--- config.mk ---
export PLATFORM = sky130hd
export DESIGN_NAME = uart_rx_core
export DESIGN_NICKNAME = d
export VERILOG_FILES = /design/src/rtl/uart_rx_core.sv
export SDC_FILE = /design/constraint.sdc
export NUM_CORES = 1
export LEC_CHECK = 0
export ABC_AREA = 1
export CELL_PAD_IN_SITES_DETAIL_PLACEMENT = 0
export CELL_PAD_IN_SITES_GLOBAL_PLACEMENT = 2
export CORE_MARGIN = 3
export CORE_UTILIZATION = 35
export DETAILED_ROUTE_END_ITERATION = 10
export PLACE_DENSITY_LB_ADDON = 0.2
export SLEW_MARGIN = 20
export SYNTH_ARGS = -nofsm -noshare
export SYNTH_HDL_FRONTEND = slang
export SYNTH_SLANG_ARGS = --single-unit
--- constraint.sdc ---
create_clock -name clk -period 2.7 [get_ports clk]
set_input_delay 0.54 -clock clk [delete_from_list [all_inputs] [get_ports clk]]
set_output_delay 0.54 -clock clk [all_outputs]
set_load 0.01 [all_outputs]
--- src/rtl/uart_rx_core.sv ---
// -----------------------------------------------------------------------------
// uart_rx_core
//   Serial receive engine for the memory-mapped UART. It synchronises the rxd
//   pin, deserialises 8N1 frames at a programmable bit period and buffers the
//   received bytes in a small first-word-fall-through FIFO that the register
//   slave pops through its data register.
//
// Ports
//   clk        system clock
//   reset      asynchronous, active-high reset
//   rxd        asynchronous serial input, idle high
//   div[15:0]  bit period minus one in clk cycles (values below 3 act as 3)
//   rd_en      pop the FIFO head this cycle
//   rd_data    FIFO head byte, 0x00 while the FIFO is empty
//   empty      FIFO holds no bytes (registered)
//   full       FIFO holds 2**DEPTH_LOG2 bytes (registered)
//   overrun    sticky: a good byte was dropped because the FIFO was full
//   frame_err  sticky: a stop bit was sampled low
//   err_clr    clear both sticky flags (a same-cycle set wins)
//   state_dbg  current receiver state (IDLE=0 START=1 DATA=2 STOP=3 BREAK=4)
//
// Handshake: rd_en is a one-cycle pop request qualified internally by !empty;
// a pop and a push may share a cycle, and both take effect on the same edge.
// -----------------------------------------------------------------------------
module uart_rx_core #(
  parameter int DEPTH_LOG2 = 2
) (
  input  logic        clk,
  input  logic        reset,
  input  logic        rxd,
  input  logic [15:0] div,
  input  logic        rd_en,
  output logic [7:0]  rd_data,
  output logic        empty,
  output logic        full,
  output logic        overrun,
  output logic        frame_err,
  input  logic        err_clr,
  output logic [2:0]  state_dbg
);

  localparam int DEPTH = 1 << DEPTH_LOG2;
  localparam logic [DEPTH_LOG2:0] FULL_CNT = (DEPTH_LOG2 + 1)'(DEPTH);

  typedef enum logic [2:0] {
    S_IDLE  = 3'd0,
    S_START = 3'd1,
    S_DATA  = 3'd2,
    S_STOP  = 3'd3,
    S_BREAK = 3'd4
  } state_t;

  // Synchroniser
  logic s1_q, rxd_s_q;

  // Receiver
  state_t      state_q, state_d;
  logic [15:0] cnt_q, cnt_d;
  logic [2:0]  bit_idx_q, bit_idx_d;
  logic [7:0]  shift_q, shift_d;
  logic [15:0] div_eff;
  logic        tick;
  logic        push;
  logic        fe_set;

  // FIFO
  logic [7:0]            mem_q [DEPTH];
  logic [DEPTH_LOG2-1:0] wr_ptr_q, wr_ptr_d;
  logic [DEPTH_LOG2-1:0] rd_ptr_q, rd_ptr_d;
  logic [DEPTH_LOG2:0]   count_q, count_d;
  logic                  empty_q, empty_d;
  logic                  full_q, full_d;
  logic                  overrun_q, overrun_d;
  logic                  frame_err_q, frame_err_d;
  logic                  pop;
  logic                  push_ok;
  logic                  drop;

  // Very short periods cannot place a mid-bit sample, so clamp to 3.
  assign div_eff = (div < 16'd3) ? 16'd3 : div;
  assign tick    = (cnt_q == 16'd0);

  // ---------------------------------------------------------------------------
  // Receiver next-state logic
  // ---------------------------------------------------------------------------
  always_comb begin
    state_d   = state_q;
    cnt_d     = cnt_q;
    bit_idx_d = bit_idx_q;
    shift_d   = shift_q;
    push      = 1'b0;
    fe_set    = 1'b0;
    case (state_q)
      S_IDLE: begin
        cnt_d = 16'd0;
        if (!rxd_s_q) begin
          // Half a bit period lands the start-bit sample mid-bit.
          state_d = S_START;
          cnt_d   = div_eff >> 1;
        end
      end
      S_START: begin
        if (tick) begin
          if (!rxd_s_q) begin
            state_d   = S_DATA;
            cnt_d     = div_eff;
            bit_idx_d = 3'd0;
          end else begin
            state_d = S_IDLE;  // glitch shorter than half a bit
          end
        end else begin
          cnt_d = cnt_q - 16'd1;
        end
      end
      S_DATA: begin
        if (tick) begin
          shift_d   = {rxd_s_q, shift_q[7:1]};  // LSB arrives first
          cnt_d     = div_eff;
          bit_idx_d = bit_idx_q + 3'd1;
          if (bit_idx_q == 3'd7) state_d = S_STOP;
        end else begin
          cnt_d = cnt_q - 16'd1;
        end
      end
      S_STOP: begin
        if (tick) begin
          if (rxd_s_q) begin
            push    = 1'b1;
            state_d = S_IDLE;
          end else begin
            fe_set  = 1'b1;
            state_d = S_BREAK;
          end
        end else begin
          cnt_d = cnt_q - 16'd1;
        end
      end
      S_BREAK: begin
        // A line held low must go high before another start is accepted.
        cnt_d = 16'd0;
        if (rxd_s_q) state_d = S_IDLE;
      end
      default: begin
        state_d = S_IDLE;
        cnt_d   = 16'd0;
      end
    endcase
  end

  // ---------------------------------------------------------------------------
  // FIFO and sticky flag next-state logic
  // ---------------------------------------------------------------------------
  always_comb begin
    pop     = rd_en && !empty_q;
    // A pop in the same cycle frees the slot the push needs.
    push_ok = push && (!full_q || pop);
    drop    = push && full_q && !pop;

    wr_ptr_d = wr_ptr_q;
    rd_ptr_d = rd_ptr_q;
    count_d  = count_q;
    if (push_ok) wr_ptr_d = wr_ptr_q + 1'b1;
    if (pop)     rd_ptr_d = rd_ptr_q + 1'b1;
    if (push_ok && !pop)      count_d = count_q + 1'b1;
    else if (!push_ok && pop) count_d = count_q - 1'b1;

    empty_d = (count_d == '0);
    full_d  = (count_d == FULL_CNT);

    overrun_d = overrun_q;
    if (err_clr) overrun_d = 1'b0;
    if (drop)    overrun_d = 1'b1;

    frame_err_d = frame_err_q;
    if (err_clr) frame_err_d = 1'b0;
    if (fe_set)  frame_err_d = 1'b1;
  end

  // ---------------------------------------------------------------------------
  // State registers
  // ---------------------------------------------------------------------------
  always_ff @(posedge clk or posedge reset) begin
    if (reset) begin
      s1_q        <= 1'b1;
      rxd_s_q     <= 1'b1;
      state_q     <= S_IDLE;
      cnt_q       <= 16'd0;
      bit_idx_q   <= 3'd0;
      shift_q     <= 8'd0;
      wr_ptr_q    <= '0;
      rd_ptr_q    <= '0;
      count_q     <= '0;
      empty_q     <= 1'b1;
      full_q      <= 1'b0;
      overrun_q   <= 1'b0;
      frame_err_q <= 1'b0;
    end else begin
      s1_q        <= rxd;
      rxd_s_q     <= s1_q;
      state_q     <= state_d;
      cnt_q       <= cnt_d;
      bit_idx_q   <= bit_idx_d;
      shift_q     <= shift_d;
      wr_ptr_q    <= wr_ptr_d;
      rd_ptr_q    <= rd_ptr_d;
      count_q     <= count_d;
      empty_q     <= empty_d;
      full_q      <= full_d;
      overrun_q   <= overrun_d;
      frame_err_q <= frame_err_d;
    end
  end

  // Storage needs no reset: an entry is only visible once it has been written.
  always_ff @(posedge clk) begin
    if (push_ok) mem_q[wr_ptr_q] <= shift_d;
  end

  assign rd_data   = empty_q ? 8'h00 : mem_q[rd_ptr_q];
  assign empty     = empty_q;
  assign full      = full_q;
  assign overrun   = overrun_q;
  assign frame_err = frame_err_q;
  assign state_dbg = state_q;

endmodule

==> results_dict.tcl <==
set metrics [dict create \
    drv_slew 0 \
    synth_warnings 0 \
    clock_path_buffers 2 \
    post_cts_buffers 0 \
    cts_sinks 75 \
    ys_seq_area_frac 0.498 \
    slowest_delay_ns 0.55 \
    hp-class "reg2reg" \
    power_leakage_nw 2.18 \
    drt_wl_total_mm 8.78 \
    maxCapViolCount 0 \
    fin_util 0.442 \
    clkTransAtPathRegs_ns 0.06 \
    die_w_um 114 \
    finalSetupViolations 0 \
    final_common_cell "nand2_1" \
    syn_area_mm2 0.00410 \
    sequentialPowerShare 0.331 \
    fin_area_mm2 0.00491 \
    cts_tree "yes" \
    outcome "finished clean" \
    globalRoute.totalOverflow 0 \
    die_h_um 114 \
    min_period_ns 2.52 \
    io_pins 36 \
    avgSynthCellArea_um2 8.97 \
    synth.distinct_cells 37 \
    core_area_mm2 0.0111 \
    final_layout_size_suffix_gt1_frac 0.150 \
    wl_met3_um 315 \
    place_congestion 0.794 \
    place_inst 630 \
    yosysTopAreaCell "dfrtp_1" \
    path_cells "clkinvlp_2, nor2_1, o21ai_0, a21oi_1, clkdlybuf4s50_1" \
    m1WireLength_mm 4.05 \
    drc 0 \
    initial_core_util 0.368 \
    power_density_mw_per_mm2 1030 \
    syn_inst 457 \
    detail_route.first_pass.iterations 4 \
    worst_setup_path_start_kind "flip-flop" \
    via_per_inst 4.62 \
    route.met2.wl_mm 4.33 \
    vias 2988 \
    cp_data_arrival_time_ns 1.98 \
    endpoint_kind "primary output" \
    tightest_slew_ns 0.469 \
    cp_slowest_cell "clkdlybuf4s50_1" \
    grt_pass1_vias 3086 \
    routedWlPerCell_um 13.6 \
    clkLatencyLatePin_ns 0.33 \
    netSwitchingFraction 0.422 \
    fin_setup_tns_ns 0 \
    ys_ff_latch 75 \
    r2r_slack_ns 0.46 \
    yosys.area_share.simple 0.255 \
    antenna_left 0 \
    dp_hpwl_mm 6.87 \
    power.switching_mw 2.13 \
    numCtsBuffers 9 \
    yosys-mux-area-fraction 0.0195 \
    synth_top_area_share 0.244 \
    synth-xor-area-share 0.0256 \
    synth_nets 488 \
    post_dp_cell_area_mm2 0.00462 \
    setup.worst_path.class "reg2out" \
    comb_power_share 0.445 \
    power.internal_mw 2.91 \
    crit_required_ns 2.16 \
    synth_fa_ha_area_frac 0.0305 \
    fin_cells 647 \
    pwr-share-clk 0.224 \
    final_cell_mix "75 x nand2_1, 64 x nor2_1, 60 x inv_1" \
    grt_antenna_before_repair 0 \
    rsz0062_at_grt "false" \
    grt_pass1_wl_mm 15.2 \
    fin_nets 533 \
    yosys-top-cells-area "dfrtp_1 24%, edfxtp_1 23%, nand2_1 6.9%, nor2_1 5.9%, inv_1 5.6%" \
    die_area_mm2 0.0130 \
    top_layer "met4" \
    rows 38 \
    max-slew-margin-rel 0.685 \
    track_usage 0.146 \
    cp_max_fo 10 \
    port_buffers 35 \
    diodes 0 \
    ir_worst_vdd_v 0.000464 \
    cts_root_buf "clkbuf_16" \
    finalClockSkew_ns 0.00788 \
    fin_crit_sh 0.933 \
    fmax_ghz 0.397 \
    p_total_mw 5.04 \
    drt_iter0_markers 173 \
    cts_max_level 3 \
    final_hold_viol_count 0 \
    synth_top_family_by_area "simple AND/OR/NAND/NOR gates" \
    grt_max_degree 20 \
    synth-compound-area-share 0.0949 \
    syn_to_final_growth_pct 19.9 \
]
worst max-delay path: cells and delay by family, from the launching register on:
kind                   cells  cell delay [ns]
buffers and inverters      2             0.78
DFF                        1             0.47
AOI/OAI and AO/OA          2             0.23
and+or+nand+nor            1             0.16
final cells by class:
cell class                      instances  area (um2)
Sequential cell                        75        2040
Tap cell                              140         175
Clock buffer                            9         225
Timing Repair inverter                  1        5.00
Timing Repair Buffer                   42         403
Multi-Input combinational cell        305        1750
Inverter                               68         259
Fill cell                            1132        6210
Clock inverter                          7        57.6
what timing repair did:
item / in CTS / in global routing
gates resized for setup: 0 / 3
hold buffers: 0 / 0
endpoints found under the setup margin: 0 / 8
metal layers:
layer / track usage / vias to the layer above
li1: - / 1585
met1: 0.189 / 1347
met2: 0.247 / 50
met3: 0.0301 / 6
met4: 0.0451 / 0
met5: 0 / -
registers in the layout, indices dropped and copies added (netlist names):
register and count:
frame_err 1, shift_q 8, count_q 3, mem_q 32, empty 1, rxd_s_q 1
overrun 1, rd_ptr_q 2, bit_idx_q 3, s1_q 1, full 1, state_dbg 3
wr_ptr_q 2, cnt_q 16
stage by stage:
step | hold WS [ns] | setup WS [ns]
3_5_place_dp | 0.348 | 0.355
4_1_cts | 0.357 | 0.0691
5_1_grt | 0.368 | 0.0172
6_report | 0.357 | 0.181
2_1_floorplan | 0.345 | 0.716
3_3_place_gp | 0.346 | 0.381
power by group through the flow:
stage / Clock [mW] / Sequential, mW / Combinational [mW]
6_report: 1.13 / 1.67 / 2.24
3_3_place_gp: 0 / 1.68 / 2.25
2_1_floorplan: 0 / 1.58 / 1.73
4_1_cts: 1.16 / 1.66 / 2.26
5_1_grt: 1.22 / 1.71 / 2.55
3_5_place_dp: 0 / 1.68 / 2.25
cells in the mapped netlist, drive strengths merged:
| cell type | instances |
|---|---|
| a21oi | 24 |
| a22oi | 8 |
| nand4 | 6 |
| nand3 | 23 |
| dfrtp | 40 |
| clkbuf | 3 |
| a31oi | 1 |
| o211ai | 3 |
| dfstp | 3 |
| o2111ai | 1 |
| xnor2 | 3 |
| buf | 6 |
| edfxtp | 32 |
| nand2 | 89 |
| inv | 67 |
| mux2i | 8 |
| o31ai | 1 |
| o21ai | 30 |
| ha | 10 |
| clkinv | 1 |
| o22ai | 1 |
| nor3 | 5 |
| xor2 | 9 |
| nor2 | 83 |
cells by family after synthesis:
family	Yosys count
flops	75
simple gates	206
compound gates	69
mux	8
buf+inv	77
xor+xnor	12
fa+ha+maj	10
path summary, 6_finish.rpt:
check | depth (start not counted) | to | startpoint
hold / removal | 0 | rxd_s_q$_DFF_PP1_ | s1_q$_DFF_PP1_
max in group asynchronous | 3 | rxd_s_q$_DFF_PP1_ | reset
hold reg to reg | 0 | rxd_s_q$_DFF_PP1_ | s1_q$_DFF_PP1_
min in group asynchronous | 2 | wr_ptr_q[1]$_DFFE_PP0P_ | reset
setup reg to reg | 10 | mem_q[0][5]$_DFFE_PP_ | cnt_q[0]$_DFFE_PP0P_
setup / recovery | 5 | rd_data[1] | rd_ptr_q[1]$_DFFE_PP0P_
(Power assumes the default switching activity.)
